File: config.mk
export PLATFORM = sky130hd
export DESIGN_NAME = const_load_sequencer_flat
export DESIGN_NICKNAME = d
export VERILOG_FILES = /design/src/rtl/const_load_sequencer_if.sv /design/src/rtl/const_load_sequencer.sv /design/src/flat_wrapper.sv
export SDC_FILE = /design/constraint.sdc
export NUM_CORES = 1
export LEC_CHECK = 0
export CORE_ASPECT_RATIO = 1.25
export CORE_MARGIN = 4
export CORE_UTILIZATION = 49
export DETAILED_ROUTE_END_ITERATION = 10
export GPL_ROUTABILITY_DRIVEN = 0
export PLACE_DENSITY = 0.8
export SETUP_SLACK_MARGIN = 0.05
export SLEW_MARGIN = 20
export SYNTH_ARGS = -nofsm -noshare
export SYNTH_HDL_FRONTEND = slang
export SYNTH_SLANG_ARGS = --single-unit
File: constraint.sdc
create_clock -name i_clk -period 2.01 [get_ports i_clk]
set_input_delay 0.3015 -clock i_clk [delete_from_list [all_inputs] [get_ports i_clk]]
set_output_delay 0.3015 -clock i_clk [all_outputs]
set_load 0.02 [all_outputs]
File: src/rtl/const_load_sequencer_if.sv
// const_load_sequencer_if: request/instruction handshake bundle for const_load_sequencer
//   request side : i_req_valid, o_req_ready, i_value[31:0], i_rt[4:0]
//   instr side   : o_instr_valid, i_instr_ready, o_instr[31:0], o_instr_last
//   status       : o_busy, o_count[CNT_W-1:0], o_mismatch
interface const_load_sequencer_if #(parameter int CNT_W = 16);
  logic i_req_valid;
  logic o_req_ready;
  logic [31:0] i_value;
  logic [4:0] i_rt;
  logic o_instr_valid;
  logic i_instr_ready;
  logic [31:0] o_instr;
  logic o_instr_last;
  logic o_busy;
  logic [CNT_W-1:0] o_count;
  logic o_mismatch;
  modport master(
    output i_req_valid, i_value, i_rt, i_instr_ready,
    input o_req_ready, o_instr_valid, o_instr, o_instr_last, o_busy, o_count, o_mismatch
  );
  modport slave(
    input i_req_valid, i_value, i_rt, i_instr_ready,
    output o_req_ready, o_instr_valid, o_instr, o_instr_last, o_busy, o_count, o_mismatch
  );
endinterface

File: src/rtl/const_load_sequencer.sv
// const_load_sequencer: emits the shortest ADDIU/ORI/LUI sequence that loads a 32-bit constant
//   i_clk, i_rst_n (async active-low); bus (slave modport of const_load_sequencer_if)
//   optional CONST_LOAD_SELF_CHECK_EN: models the extended register result and flags a sticky o_mismatch
module const_load_sequencer #(parameter int CNT_W = 16) (
  input logic i_clk,
  input logic i_rst_n,
  const_load_sequencer_if.slave bus
);
  localparam logic [5:0] ADDIU = 6'b001001;
  localparam logic [5:0] ORI = 6'b001101;
  localparam logic [5:0] LUI = 6'b001111;
  typedef enum logic [1:0] {IDLE, EMIT1, EMIT2} state_t;
  state_t state;
  logic pair;
  logic [4:0] rt;
  logic [15:0] lo;
  logic sext, zext, hi, single;
  logic [31:0] first;
  assign sext = &bus.i_value[31:15] | ~|bus.i_value[31:15];
  assign zext = ~|bus.i_value[31:16];
  assign hi = ~|bus.i_value[15:0];
  assign single = sext | zext | hi;
  assign first = sext ? {ADDIU, 5'd0, bus.i_rt, bus.i_value[15:0]} :
                 zext ? {ORI, 5'd0, bus.i_rt, bus.i_value[15:0]} :
                        {LUI, 5'd0, bus.i_rt, bus.i_value[31:16]};
  assign bus.o_req_ready = i_rst_n && state == IDLE;
  assign bus.o_busy = state != IDLE;
  always_ff @(posedge i_clk or negedge i_rst_n) begin
    if (!i_rst_n) begin
      state <= IDLE;
      pair <= 1'b0;
      rt <= '0;
      lo <= '0;
      bus.o_instr <= '0;
      bus.o_instr_valid <= 1'b0;
      bus.o_instr_last <= 1'b0;
      bus.o_count <= '0;
    end else begin
      case (state)
        IDLE: if (bus.i_req_valid) begin
          rt <= bus.i_rt;
          lo <= bus.i_value[15:0];
          pair <= !single;
          bus.o_instr <= first;
          bus.o_instr_valid <= 1'b1;
          bus.o_instr_last <= single;
          state <= EMIT1;
        end
        EMIT1: if (bus.i_instr_ready) begin
          bus.o_count <= bus.o_count + 1'b1;
          if (pair) begin
            bus.o_instr <= {ORI, rt, rt, lo};
            bus.o_instr_last <= 1'b1;
            state <= EMIT2;
          end else begin
            bus.o_instr_valid <= 1'b0;
            bus.o_instr_last <= 1'b0;
            state <= IDLE;
          end
        end
        EMIT2: if (bus.i_instr_ready) begin
          bus.o_count <= bus.o_count + 1'b1;
          bus.o_instr_valid <= 1'b0;
          bus.o_instr_last <= 1'b0;
          state <= IDLE;
        end
        default: state <= IDLE;
      endcase
    end
  end
`ifdef CONST_LOAD_SELF_CHECK_EN
  logic [31:0] val, acc, model;
  logic [15:0] imm;
  logic [5:0] op;
  logic hs, mism;
  assign hs = bus.o_instr_valid & bus.i_instr_ready;
  assign op = bus.o_instr[31:26];
  assign imm = bus.o_instr[15:0];
  // The second word always chains on the first, so it ORs onto the accumulated value
  // rather than honouring rs, which keeps rt=0 pairs from reading a hardwired zero.
  always_comb begin
    model = op == ADDIU ? {{16{imm[15]}}, imm} :
            op == LUI ? {imm, 16'h0} :
            ((state == EMIT2 ? acc : 32'h0) | {16'h0, imm});
  end
  always_ff @(posedge i_clk or negedge i_rst_n) begin
    if (!i_rst_n) begin
      val <= '0;
      acc <= '0;
      mism <= 1'b0;
    end else begin
      if (state == IDLE && bus.i_req_valid) val <= bus.i_value;
      if (hs) acc <= model;
      if (hs && bus.o_instr_last && model != val) mism <= 1'b1;
    end
  end
  assign bus.o_mismatch = mism;
`else
  assign bus.o_mismatch = 1'b0;
`endif
endmodule

File: src/flat_wrapper.sv
// flat-port wrapper written by rule: the top's interface ports become plain ports
module const_load_sequencer_flat 
#(parameter int CNT_W = 16)
  (i_clk, i_rst_n, bus_i_req_valid, bus_i_value, bus_i_rt, bus_i_instr_ready, bus_o_req_ready, bus_o_instr_valid, bus_o_instr, bus_o_instr_last, bus_o_busy, bus_o_count, bus_o_mismatch);
  const_load_sequencer_if #(.CNT_W(CNT_W)) bus_i ();
  input logic i_clk;
  input logic i_rst_n;
  input wire logic [$bits(bus_i.i_req_valid)-1:0] bus_i_req_valid;
  input wire logic [$bits(bus_i.i_value)-1:0] bus_i_value;
  input wire logic [$bits(bus_i.i_rt)-1:0] bus_i_rt;
  input wire logic [$bits(bus_i.i_instr_ready)-1:0] bus_i_instr_ready;
  output wire logic [$bits(bus_i.o_req_ready)-1:0] bus_o_req_ready;
  output wire logic [$bits(bus_i.o_instr_valid)-1:0] bus_o_instr_valid;
  output wire logic [$bits(bus_i.o_instr)-1:0] bus_o_instr;
  output wire logic [$bits(bus_i.o_instr_last)-1:0] bus_o_instr_last;
  output wire logic [$bits(bus_i.o_busy)-1:0] bus_o_busy;
  output wire logic [$bits(bus_i.o_count)-1:0] bus_o_count;
  output wire logic [$bits(bus_i.o_mismatch)-1:0] bus_o_mismatch;
  assign bus_i.i_req_valid = bus_i_req_valid;
  assign bus_i.i_value = bus_i_value;
  assign bus_i.i_rt = bus_i_rt;
  assign bus_i.i_instr_ready = bus_i_instr_ready;
  assign bus_o_req_ready = bus_i.o_req_ready;
  assign bus_o_instr_valid = bus_i.o_instr_valid;
  assign bus_o_instr = bus_i.o_instr;
  assign bus_o_instr_last = bus_i.o_instr_last;
  assign bus_o_busy = bus_i.o_busy;
  assign bus_o_count = bus_i.o_count;
  assign bus_o_mismatch = bus_i.o_mismatch;
  const_load_sequencer #(.CNT_W(CNT_W)) u_core (.i_clk(i_clk), .i_rst_n(i_rst_n), .bus(bus_i));
endmodule
* Yosys cells after proc, flatten, opt, wreduce, memory -nomap -nowiden
Cells that the tools add are included.
Cells by class: equal/unequal tests 7, multiplexer cells 20, reduce and logical (&&, ||, !) cells 20, bitwise gates (word level) 3, $add $sub $neg 1
Operator list (count):
- two-way mux 32 bit | 4
- one-hot mux 32 bit (2 select lines) | 1
- OR reduction 16 bit | 2
- two-way mux 28 bit | 1
- AND reduction 17 bit | 1
- OR reduction 17 bit | 1
- adder 16 x 1 -> 16 bit, second input constant | 1
- two-way mux 2 bit | 4
- != test 2 bit, second input constant | 4
- AND reduction 4 bit | 2
- two-way mux 1 bit | 7
- one-hot mux 1 bit (3 select lines) | 2
- one-hot mux 2 bit (3 select lines) | 1
- AND reduction 5 bit | 1
- logical NOT 1 bit | 4
- AND reduction 2 bit | 2
- nonzero test 2 bit | 2
- bitwise OR 1 bit | 3
- AND reduction 3 bit | 1
- nonzero test 3 bit | 1
- == test 2 x 1 -> 1 bit, second input constant | 1
- == test 2 bit, second input constant | 1
- logical NOT 2 bit | 1
- != test 2 x 1 -> 1 bit, second input constant | 1
- 2 further kinds | 2
Storage, ports and cells: input bits 41, word-level logic and storage cells 59, register bits 74

* Logic depth before layout (Yosys ltp)
depth after elaboration 7, mapped depth 8, mapped depth without buffers 6

* Worst setup path before layout
OpenSTA, ideal clock, no wires.
kind register to register, start point register u_core.state[1], end point register u_core.bus.o_instr[18], buffers on the path 2, slack 231 ps, period minus slack after synthesis 1779 ps, data required time 1883 ps, library setup time 127 ps, stages on the path, launching flop included 9, data arrival time 1652 ps, path through dfrtp_1 inv_1 ha_1 and3_1 buf_4 and2_1 buf_2 a222oi_1 inv_1
Between the ends: cells in the longest elaborated chain, start to end 3, elaborated cells on any way between the ends 8, those cells by class eq/ne: 4; mux: 1; reduce/logical: 3
RTL lines:
- start, declared | line const_load_sequencer.sv:13 | state_t state;
- start signal, assigned | line const_load_sequencer.sv:30 | state <= IDLE;
- start signal, assigned | line const_load_sequencer.sv:47 | state <= EMIT1;
- start signal, assigned | line const_load_sequencer.sv:54 | state <= EMIT2;
- == test 2 x 1 -> 1 bit / logical NOT 2 bit (equally long branches) | line const_load_sequencer.sv:39 | case (state)
- != test 2 x 1 -> 1 bit (no source line), or another cell as far along
- AND reduction 4 bit (no source line)
- end signal, assigned | line const_load_sequencer.sv:44 | bus.o_instr <= first;
- end signal, assigned | line const_load_sequencer.sv:52 | bus.o_instr <= {ORI, rt, rt, lo};
- end, declared | line const_load_sequencer_if.sv:23 | output o_req_ready, o_instr_valid, o_instr, o_instr_last, o_busy, o_count, o_mismatch
Several ways; a longest one is shown, not always the timed one. A chain may end at the register's enable or synchronous reset.

* Worst setup path after layout
start point register u_core.state[1], end point register u_core.bus.o_instr[16]
The elaborated chain is that of the path after synthesis.

==> key figures <==
Hold path
  – Min-delay worst type: input port to async pin

STA
  – Slew headroom: 41.2%
  – Max Clk Rate: 540 MHz
  – Worst Skew: roughly 13 ps
  – Setup Total Neg Slack: 0 ps
  – Tmin final: 1850 ps
  – Fin crit share: 92.1%
  – Final setup fails: 0
  – Max-slew violations: 0
  – RSZ-0062 raised after global routing: false
  – Fin. Hold Viols: 0
  – Worst Max-Slew Pin Slew: a little under 900 ps

Synth
  – Post-synthesis sequential area ratio: 49.4%
  – Top FF cell, synth: dfrtp_1
  – Top-count cell post-synth: dfrtp_1
  – Yosys warnings: 0
  – Top-area cell type share of the netlist area: 49.4%
  – Yosys cell types: 41
  – Asr flop ratio synth: 100%
  – Number of synthesized flops with an enable pin: 0
  – Syn avg cell area: 11.0 um^2
  – Yosys top cell by area: dfrtp_1
  – Synth top area cells: dfrtp_1 49%, mux2_2 7.2%, nor3_1 4.5%
  – #FFs+latches synth: 71
  – Mapped cell area: 3600 um^2
  – Synth cell count leaders: 71 x dfrtp_1, 32 x nor3_1, 23 x mux2_2
  – Post-Synthesis Cells: about 330

Floorplanning
  – Initial Utilization: 50.9%
  – Die ar.: 8780 um^2
  – Number of cell rows: 34
  – Core ar.: around 7100 um^2
  – I/O pin count: 94
  – Width of the chip: roughly 85 um
  – DIE HEIGHT: 104 um

Power and ir drop
  – Clock share of power: 19.3%
  – Sw Ratio: 36.2%
  – Logic pwr share: 47.7%
  – Peak supply drop: 0.000782 V
  – PwrDens: roughly 1400 nW/um^2
  – Leakage: 2.10 nW
  – Final total power: ~7.2 mW
  – Sequential power share: 33.0%
  – Pint: 4.58 mW
  – Psw: between 2 and 3 mW

Finish
  – Number of diodes: 0
  – Layout Utilization: 72.1%
  – Filler instances: approximately 560
  – Finished Cell Area: 5090 um^2
  – Area growth from synthesis to final layout: 41.5%
  – Layout cell share with drive strength beyond 1: between 20% and 30%
  – Nets: 489

Route
  – DR DRC count: 0
  – Via count: around 3200
  – 1st-pass router iterations: 4
  – Count of antenna-violating nets left after detailed routing: 0
  – Final WL: 9950 um
  – Mean routed wirelength per cell: roughly 19 um
  – Starting DRT DRC Count: ~210
  – DR vias/cell: 5.88

Critical path
  – Reg2Reg Launch Point: u_core.state[1]$_DFFE_PN0P_
  – Worst path bufs/invs: 3
  – Setup crit start kind: flip-flop
  – CP peak stage delay: 400 ps
  – Critical path's slowest cell: dfrtp_1
  – Most used cell, CP: inv_1
  – Cell Chain, Critical Path: inv_1 > ha_4 > and3_2 > and2_1 > buf_12 > a222oi_1 > inv_1
  – CP endpoint kind: flip-flop
  – Critical path startpoint: u_core.state[1]$_DFFE_PN0P_
  – Crit path max-delay family: simple AND/OR/NAND/NOR gates
  – Crit Path Class: flip-flop to flip-flop
  – Worst EP arrival: 2070 ps
  – Required time of the worst setup path: 2230 ps
  – Crit path max fanout: 13

Placed design
  – Detail Placement HPWL: just over 7000 um
  – DP Area: a little under 5000 um^2
  – IO Port Bufs: 90

GRT
  – Total congestion overflow: 0
  – Grt peak-use layer: met2
  – Vias in the first global route: 3373
  – GRT Total Usage: 23.6%
  – Global routing usage on met1: 30.1%
  – Largest net degree at the start of global routing: 72
  – Met3 Use GR: 7.70%
  – Initial antenna violation count: 0
  – First-pass GRT wire length: 16900 um
  – GR Layer Usage met2: approximately 37%

Clocking
  – Root buffer cell: clkbuf_8
  – Clock-pin slew on the worst setup and hold paths: roughly 70 ps
  – CTS Buffer Depth: 2
  – Worst-Skew Late Latency: 340 ps
  – Total CTS buffers: 9
  – H-tree Lvls: 3
  – CTS tree: built
  – Hold buffers post-CTS: 0
  – Sinks on Clock Net: 71

Job
  – Max cap viols: 0

Run status
  – Status: finished, final reports clean
-- power groups by stage --
stage / clock, mW / sequential [mW] / combinational, mW
2_1_floorplan: 0 / 2.67 / 1.69
3_3_place_gp: 0 / 2.33 / 3.26
3_5_place_dp: 0 / 2.38 / 3.35
4_1_cts: 1.41 / 2.36 / 3.38
5_1_grt: 1.48 / 2.45 / 3.69
6_report: 1.39 / 2.37 / 3.43
-- layout make-up --
class / instances / area, um^2 / area share, %
clock inverter: 6 / 108 / 2.11
clock buffer: 10 / 138 / 2.70
tap: 90 / 113 / 2.21
timing repair buffer: 127 / 1230 / 24.2
sequential: 71 / 1780 / 34.9
inverter: 11 / 41.3 / 0.811
multi-input combinational: 222 / 1680 / 33.1
-- registers in the layout (all words and copies together) (netlist names) --
register,count
u_core.bus.o_instr_valid,1
u_core.bus.o_count,16
u_core.pair,1
u_core.lo,16
u_core.bus.o_instr_last,1
u_core.rt,5
u_core.state,2
u_core.bus.o_instr,29
-- cell families (layout without fill, tap and decap cells) --
| group | after synthesis | count (layout) | share of synthesized area (%) |
|---|---|---|---|
| compound gates | 40 | 40 | 8.94 |
| xor+xnor | 15 | 15 | 3.65 |
| fa+ha+maj | 6 | 6 | 2.09 |
| buf+inv | 37 | 154 | 5.08 |
| flops | 71 | 71 | 49.4 |
| mux | 24 | 24 | 7.48 |
| other cells | 1 | 3 | 0.104 |
| simple gates | 134 | 134 | 23.2 |
-- worst reg2reg max path, stage by stage (launching register included) --
cell and delay [ps]:
dfrtp_1 400, inv_1 140, ha_4 210, and3_2 240
and2_1 190, buf_12 150, a222oi_1 350, inv_1 70
-- path summary, 6_finish.rpt --
kind / endpoint / slack [ps] / depth (start not counted)
worst min-delay path: u_core.bus.o_instr[3]$_DFFE_PN0P_ / 190 / 2
worst max-delay path: u_core.bus.o_instr[16]$_DFFE_PN0P_ / 160 / 7
max in group asynchronous: u_core.bus.o_instr_valid$_DFFE_PN0P_ / 1230 / 2
min in group i_clk: u_core.bus.o_count[15]$_DFFE_PN0P_ / 490 / 1
worst min register to register: u_core.bus.o_count[15]$_DFFE_PN0P_ / 490 / 1
worst max register to register: u_core.bus.o_instr[16]$_DFFE_PN0P_ / 160 / 7
-- metrics by stage --
| stage | worst slack [ps] | hold WS, ps | instances |
|---|---|---|---|
| 2_1_floorplan | 231 | 5.91 | 330 |
| 5_1_grt | 55.9 | 269 | 537 |
| 3_5_place_dp | -149 | 477 | 520 |
| 3_3_place_gp | -94.0 | 465 | 520 |
| 4_1_cts | 56.8 | 219 | 536 |
| 6_report | 159 | 186 | 537 |
-- layout by cell type, fill, tap and decap left out, types with 3 or more instances in the layout --
cell type and n:
nor4_1 15, mux2_2 23, clkdlybuf4s50_1 87, conb_1 3
nor3_1 31, a222oi_1 5, buf_12 5, nand4_1 7
ha_1 4, o221ai_1 15, dfrtp_1 71, buf_4 32
xnor2_1 8, o21ai_0 4, nand2_1 11, a22o_1 5
nand3_1 6, clkbuf_8 10, and3_1 8, or2_2 15
nand4b_1 15, nor2_1 8, inv_1 11, bufinv_16 3
nor4_2 8, xor2_1 7
-- per-layer routing --
| layer | share of wire, % | wire length [um] |
|---|---|---|
| met3 | 9.1 | 907 |
| met2 | 48 | 4770 |
| met1 | 40 | 4020 |
| met4 | 2.5 | 252 |
| met5 | 0 | 0 |
-- timing repair --
action / 4_1_cts / 5_1_grt
endpoints found under the hold margin: 0 / 0
setup buffers: 0 / 1
setup endpoints to repair: 18 / 18
gates resized for setup: 5 / 7
(Power assumes the default switching activity.)
